===== config.mk =====
export PLATFORM = sky130hd
export DESIGN_NAME = lfsr_generator
export DESIGN_NICKNAME = d
export VERILOG_FILES = /design/src/rtl/lfsr_gen_pkg.sv /design/src/rtl/lfsr_step_chain.sv /design/src/rtl/lfsr_generator.sv
export SDC_FILE = /design/constraint.sdc
export NUM_CORES = 1
export LEC_CHECK = 0
export CORE_MARGIN = 1.5
export CORE_UTILIZATION = 41
export DETAILED_ROUTE_END_ITERATION = 10
export PLACE_DENSITY_LB_ADDON = 0.2
export SETUP_SLACK_MARGIN = 0.2
export SYNTH_ARGS = -nofsm -noshare
export SYNTH_HDL_FRONTEND = slang
export SYNTH_SLANG_ARGS = --single-unit

===== constraint.sdc =====
create_clock -name clk_i -period 1.5 [get_ports clk_i]
set_input_delay 0.3 -clock clk_i [delete_from_list [all_inputs] [get_ports clk_i]]
set_output_delay 0.3 -clock clk_i [all_outputs]
set_load 0.02 [all_outputs]

===== src/rtl/lfsr_gen_pkg.sv =====
// Shared constants and the single-step Galois LFSR function used by the step chain.
// Steps are computed on a 64-bit carrier so one function serves every state width.
package lfsr_gen_pkg;

  localparam int          LFSR_MAX_W    = 64;
  localparam logic [15:0] LFSR_DEF_TAPS = 16'hB400;
  localparam logic [15:0] LFSR_DEF_INIT = 16'hACE1;

  // Returns {next_state, out_bit}; unused upper state bits must be zero on entry.
  function automatic logic [LFSR_MAX_W:0] lfsr_step(
    input logic [LFSR_MAX_W-1:0] state,
    input logic [LFSR_MAX_W-1:0] taps
  );
    logic [LFSR_MAX_W-1:0] nxt;
    nxt = state >> 1;
    if (state[0]) begin
      nxt = nxt ^ taps;
    end
    return {nxt, state[0]};
  endfunction

endpackage


===== src/rtl/lfsr_step_chain.sv =====
// Combinational chain of g_recurse Galois steps; returns final state and shifted-out bits.
// With LFSR_GEN_WRAP_DET_EN defined it also flags every step that lands on g_init_value.
module lfsr_step_chain
  import lfsr_gen_pkg::*;
#(
  parameter int                  g_length     = 16,
  parameter logic [g_length-1:0] g_taps       = LFSR_DEF_TAPS,
  parameter int                  g_recurse    = 1,
  parameter logic [g_length-1:0] g_init_value = LFSR_DEF_INIT
) (
  input  logic [g_length-1:0]  state_in,
  output logic [g_length-1:0]  state_out,
`ifdef LFSR_GEN_WRAP_DET_EN
  output logic [g_recurse-1:0] match_out,
`endif
  output logic [g_recurse-1:0] bits_out
);

  logic [g_length-1:0] stage [0:g_recurse];

  assign stage[0]  = state_in;
  assign state_out = stage[g_recurse];

  generate
    for (genvar gi = 0; gi < g_recurse; gi++) begin : g_step
      logic [LFSR_MAX_W:0] step_res;

      assign step_res      = lfsr_step(LFSR_MAX_W'(stage[gi]), LFSR_MAX_W'(g_taps));
      assign stage[gi + 1] = step_res[g_length:1];
      assign bits_out[gi]  = step_res[0];

      // Carrier bits above the state width are always zero after a step.
      if (g_length < LFSR_MAX_W) begin : g_pad
        logic unused_hi;
        assign unused_hi = ^step_res[LFSR_MAX_W:g_length+1];
      end

`ifdef LFSR_GEN_WRAP_DET_EN
      assign match_out[gi] = (stage[gi + 1] == g_init_value);
`endif
    end
  endgenerate

  // Keeps the parameter referenced in builds without wrap detection.
  logic [g_length-1:0] unused_init;
  assign unused_init = g_init_value;

endmodule


===== src/rtl/lfsr_generator.sv =====
// Galois LFSR generator advancing g_recurse steps per enabled clock, with seed load.
// Optional wrap_o output (pulse when the sequence returns to g_init_value) via LFSR_GEN_WRAP_DET_EN.
module lfsr_generator
  import lfsr_gen_pkg::*;
#(
  parameter int                  g_length     = 16,
  parameter logic [g_length-1:0] g_taps       = LFSR_DEF_TAPS,
  parameter int                  g_recurse    = 1,
  parameter logic [g_length-1:0] g_init_value = LFSR_DEF_INIT
) (
  input  logic                 clk_i,
  input  logic                 rst_i,
  input  logic                 enable_i,
  input  logic                 load_i,
  input  logic [g_length-1:0]  seed_i,
  output logic [g_length-1:0]  value_o,
  output logic [g_recurse-1:0] bits_o,
`ifdef LFSR_GEN_WRAP_DET_EN
  output logic                 wrap_o,
`endif
  output logic                 valid_o
);

  logic [g_length-1:0]  state_reg;
  logic [g_recurse-1:0] bits_reg;
  logic                 valid_reg;
  logic [g_length-1:0]  state_next;
  logic [g_recurse-1:0] bits_next;
  logic [g_length-1:0]  load_value;

  // A zero seed would lock the register at zero, so substitute the reset seed.
  assign load_value = (seed_i == '0) ? g_init_value : seed_i;

`ifdef LFSR_GEN_WRAP_DET_EN
  logic [g_recurse-1:0] match_next;
  logic                 wrap_reg;
`endif

  lfsr_step_chain #(
    .g_length     (g_length),
    .g_taps       (g_taps),
    .g_recurse    (g_recurse),
    .g_init_value (g_init_value)
  ) u_chain (
    .state_in  (state_reg),
    .state_out (state_next),
`ifdef LFSR_GEN_WRAP_DET_EN
    .match_out (match_next),
`endif
    .bits_out  (bits_next)
  );

  always_ff @(posedge clk_i or posedge rst_i) begin
    if (rst_i) begin
      state_reg <= g_init_value;
      bits_reg  <= '0;
      valid_reg <= 1'b0;
    end else if (load_i) begin
      state_reg <= load_value;
      valid_reg <= 1'b0;
    end else if (enable_i) begin
      state_reg <= state_next;
      bits_reg  <= bits_next;
      valid_reg <= 1'b1;
    end else begin
      valid_reg <= 1'b0;
    end
  end

`ifdef LFSR_GEN_WRAP_DET_EN
  always_ff @(posedge clk_i or posedge rst_i) begin
    if (rst_i) begin
      wrap_reg <= 1'b0;
    end else begin
      wrap_reg <= !load_i && enable_i && (|match_next);
    end
  end

  assign wrap_o = wrap_reg;
`endif

  assign value_o = state_reg;
  assign bits_o  = bits_reg;
  assign valid_o = valid_reg;

endmodule


==> reports/qor.log <==
qor: worst_hold_path.hold_path.startpoint seed_i[14]
qor: floorplanning.num_rows 16
qor: logic_synthesis.syn-cell-area 921 um^2
qor: detailed_routing.drt-wirelength-per-cell 13.3 um
qor: logic_synthesis.top_post_synthesis_cells_by_count dfrtp_1 (10), dfstp_2 (8), mux2i_1 (8), nand2_1 (8), o21ai_0 (8)
qor: final_layout.final-seq-area 460 um^2
qor: flow_run.drv_cap 0
qor: detailed_routing.detail_route.iter0.violations 11
qor: global_route.grt.total_usage 18.5%
qor: power.net_sw_share 29.4%
qor: floorplanning.dieHeight 50.4 um
qor: worst_hold_path.worstHoldPathCells 3
qor: global_route.vias_in_the_first_global_route 793
qor: final_layout.layoutNonFillerInstCount 160
qor: critical_path.worst-path-max-fanout 5
qor: logic_synthesis.synth_top_family_by_area multiplexers
qor: power.power.share.combinational 31.4%
qor: logic_synthesis.syn-num-nets 98
qor: logic_synthesis.postSynth.asyncResetShare 100%
qor: detailed_routing.ant_nets 0
qor: detailed_routing.number_of_iterations_in_the_first_detailed_routing_pass 4
qor: power.p_clk_share 22.9%
qor: logic_synthesis.postSynthRegisterBits 18
qor: power.total_leakage_power 0.000681 uW
qor: run_status.run_status complete, no violations
qor: final_layout.ant_diodes 0
qor: final_layout.num-nets-final 154
qor: detailed_routing.drc 0
qor: critical_path.timing.critical_path.required 1.75 ns
qor: logic_synthesis.synth.most_common_cell dfrtp_1
qor: timing.worst_slew_margin_rel 83.3%
qor: power.p_per_area 919 nW/um^2
qor: critical_path.timing.critical_path.slowest_cell_delay 0.54 ns
qor: floorplanning.start_util 45.1%
qor: logic_synthesis.seq_area_frac_synth 50.0%
qor: critical_path.reg2reg_from value_o[0]
qor: place.numPlacedInstances 151
qor: floorplanning.die_width 50.4 um
qor: final_layout.postLayoutCoreUtil 69.7%
qor: logic_synthesis.synth.top_cell.area_share 27.2%
qor: clocking.worst_setup_hold_path_clk_slew 0.11 ns
qor: clocking.clockBufferDepth 2
qor: final_layout.filler_cell_count 177
qor: critical_path.crit_path_top_delay_cell or4_4
qor: logic_synthesis.synth-warning-count 0
qor: global_route.initial_antenna_violation_count 0
qor: power.power.sequential.fraction 45.7%
qor: floorplanning.ios 38
qor: power.p_int 924 uW
qor: logic_synthesis.synth-adder-area-share 0%
qor: timing.number_of_endpoints_failing_setup_at_the_final_stage 0
qor: logic_synthesis.synth_largest_area_cell dfrtp_1
qor: worst_hold_path.min_path_type in2reg
qor: logic_synthesis.post_synth_and_or_nand_nor_area_fraction 9.24%
qor: timing.maxClockFrequency 0.721 GHz
qor: detailed_routing.num_vias 813
qor: logic_synthesis.synth-xor-area-share 2.85%
qor: logic_synthesis.synth_edf_count 0
qor: critical_path.critPathArrivalTime 1.64 ns
qor: timing.rsz_0062_raised_after_global_routing true
qor: clocking.clock-root-buffer clkbuf_4
qor: final_layout.multi_input_area 429 um^2
qor: global_route.grt_first_pass_wirelength 3.56 mm
qor: critical_path.worst_setup_path_end_kind register
qor: timing.finClkSkew 0.00754 ns
qor: global_route.largest_net_degree_at_the_start_of_global_routing 25
qor: logic_synthesis.synth-compound-area-share 16.8%
qor: critical_path.rr_worst_depth 4
qor: clocking.clk-insertion-delay-late 0.30 ns
qor: worst_hold_path.timing.hold.worst_endpoint value_o[14]
qor: final_layout.area_delta_synth_final 54.6%
qor: logic_synthesis.muxShareOfSynthArea 17.3%
qor: critical_path.regToRegSetupSlack 0.34 ns
qor: critical_path.worst_setup_path_start_kind input port
qor: clocking.holdBufCountCts 0
qor: logic_synthesis.synthesis.instances 78
qor: timing.min_period 1.39 ns
qor: timing.drv_slew 0
qor: place.place.port_buffers 37
qor: timing.worstMarginPinSlew 0.249 ns
qor: detailed_routing.postRouteWirelength 2.13 mm
qor: floorplanning.design.core.area 2040 um^2
qor: power.vdd.ir_drop.worst 615 uV
qor: clocking.cts_num_sinks 18
qor: timing.hold_violations 0
qor: timing.final_worst_path_period_share 92.5%
qor: clocking.cts_tree built
qor: global_route.globalRouteOverflowTotal 0
qor: critical_path.setup.worst_path.start seed_i[5]
qor: logic_synthesis.dominantRegCellSynth dfrtp_1
qor: final_layout.drive_gt1_share 57.1%
qor: place.globalplace.congestion 0.754
qor: clocking.htree_num_levels 1
qor: critical_path.critical_path_class in2reg
qor: critical_path.timing.critical_path.cells buf_6 > or4_4 > o41ai_4 > buf_4 > o22a_2
qor: critical_path.worstReg2RegEnd value_o[10]
qor: clocking.cts_inserted_buffers 3
qor: floorplanning.dieArea 2540 um^2
qor: power.net-switching-power 385 uW
qor: logic_synthesis.netlist_top_cells_area dfrtp_1 (27%), dfstp_2 (23%), mux2i_1 (8.7%)
qor: place.detailedPlace.worstSlack -0.527 ns
qor: logic_synthesis.synthDistinctLibCells 20
qor: logic_synthesis.syn-mean-instance-area 11.8 um^2
qor: place.detailed_place_hpwl 1.60 mm
qor: detailed_routing.vias_per_cell 5.08
qor: timing.final_critical_path_setup_slack 0.113 ns
-- kinds of logic (layout without fill, tap and decap cells) --
kind of cell              count (synthesis)  count (layout)
AOI/OAI and AO/OA                        19              19
xor gates and xnor gates                  3               3
DFF                                      18              18
muxes                                    15              15
and+or+nand+nor                          15              15
buffers and inverters                     8              63
-- sequential cells by signal (all words and copies together) (netlist names) --
name	cells
value_o	16
valid_o	1
bits_o	1
-- through the flow --
step	total power, uW	TNS (ns)	cell area (um^2)	hold slack [ns]
floorplan	818	-0.634	921	0.233
global placement	1030	-4.36	1410	0.491
detailed placement	1040	-4.63	1410	0.531
CTS	1290	0	1400	0.225
global route	1380	0	1420	0.250
finish	1310	0	1420	0.223
-- power by group through the flow --
| stage | sequential, uW | combinational [uW] | clock (uW) |
|---|---|---|---|
| 3_3_place_gp | 605 | 426 | 0 |
| 6_report | 598 | 411 | 300 |
| 2_1_floorplan | 666 | 152 | 0 |
| 3_5_place_dp | 608 | 432 | 0 |
| 4_1_cts | 600 | 393 | 298 |
| 5_1_grt | 605 | 444 | 326 |
-- layout by cell type, fill, tap and decap left out, drive strengths merged --
cell,count
a21oi,2
buf,37
clkbuf,12
clkdlybuf4s15,7
clkdlybuf4s50,2
dfrtp,10
dfstp,8
dlygate4sd2,3
dlymetal6s2s,1
inv,1
mux2,7
mux2i,8
nand2,8
nor2,2
nor2b,1
o21ai,8
o22a,8
o41ai,1
or4,4
xnor2,2
xor2,1
-- layer usage --
metal  up-vias  track usage (%)  share of wire, %
met4         0             6.76               1.4
li1        391                -                 -
met2        31             30.5                47
met5         -                0                 0
met1       387             24.7                46
met3         4             2.68               5.6
-- layout make-up --
cell class	count	share of cell area, %
well taps	27	2.37
flip-flops and latches	18	32.3
clock buffers	4	2.55
inverters	1	0.264
repair buffers	58	32.3
multi-input cells	52	30.1
-- critical path, delay by kind of cell --
family	cells	cell delay (ns)
compound gates	2	0.52
simple gates	1	0.54
buf+inv	2	0.28
-- what timing repair did --
item / 4_1_cts / 5_1_grt
endpoints found under the setup margin: 27 / 32
pin swaps: 7 / 2
buffers inserted: 0 / 5
resized for setup: 103 / 20
-- how the worst max path moves through the flow --
stage / to / slack [ns]
6_report: value_o[10] / 0.11
5_1_grt: value_o[11] / 0.07
4_1_cts: value_o[5] / 0.01
3_5_place_dp: value_o[5] / -0.53
3_3_place_gp: value_o[11] / -0.50
2_1_floorplan: value_o[15] / -0.09
Power figures use the tool's default switching activity.
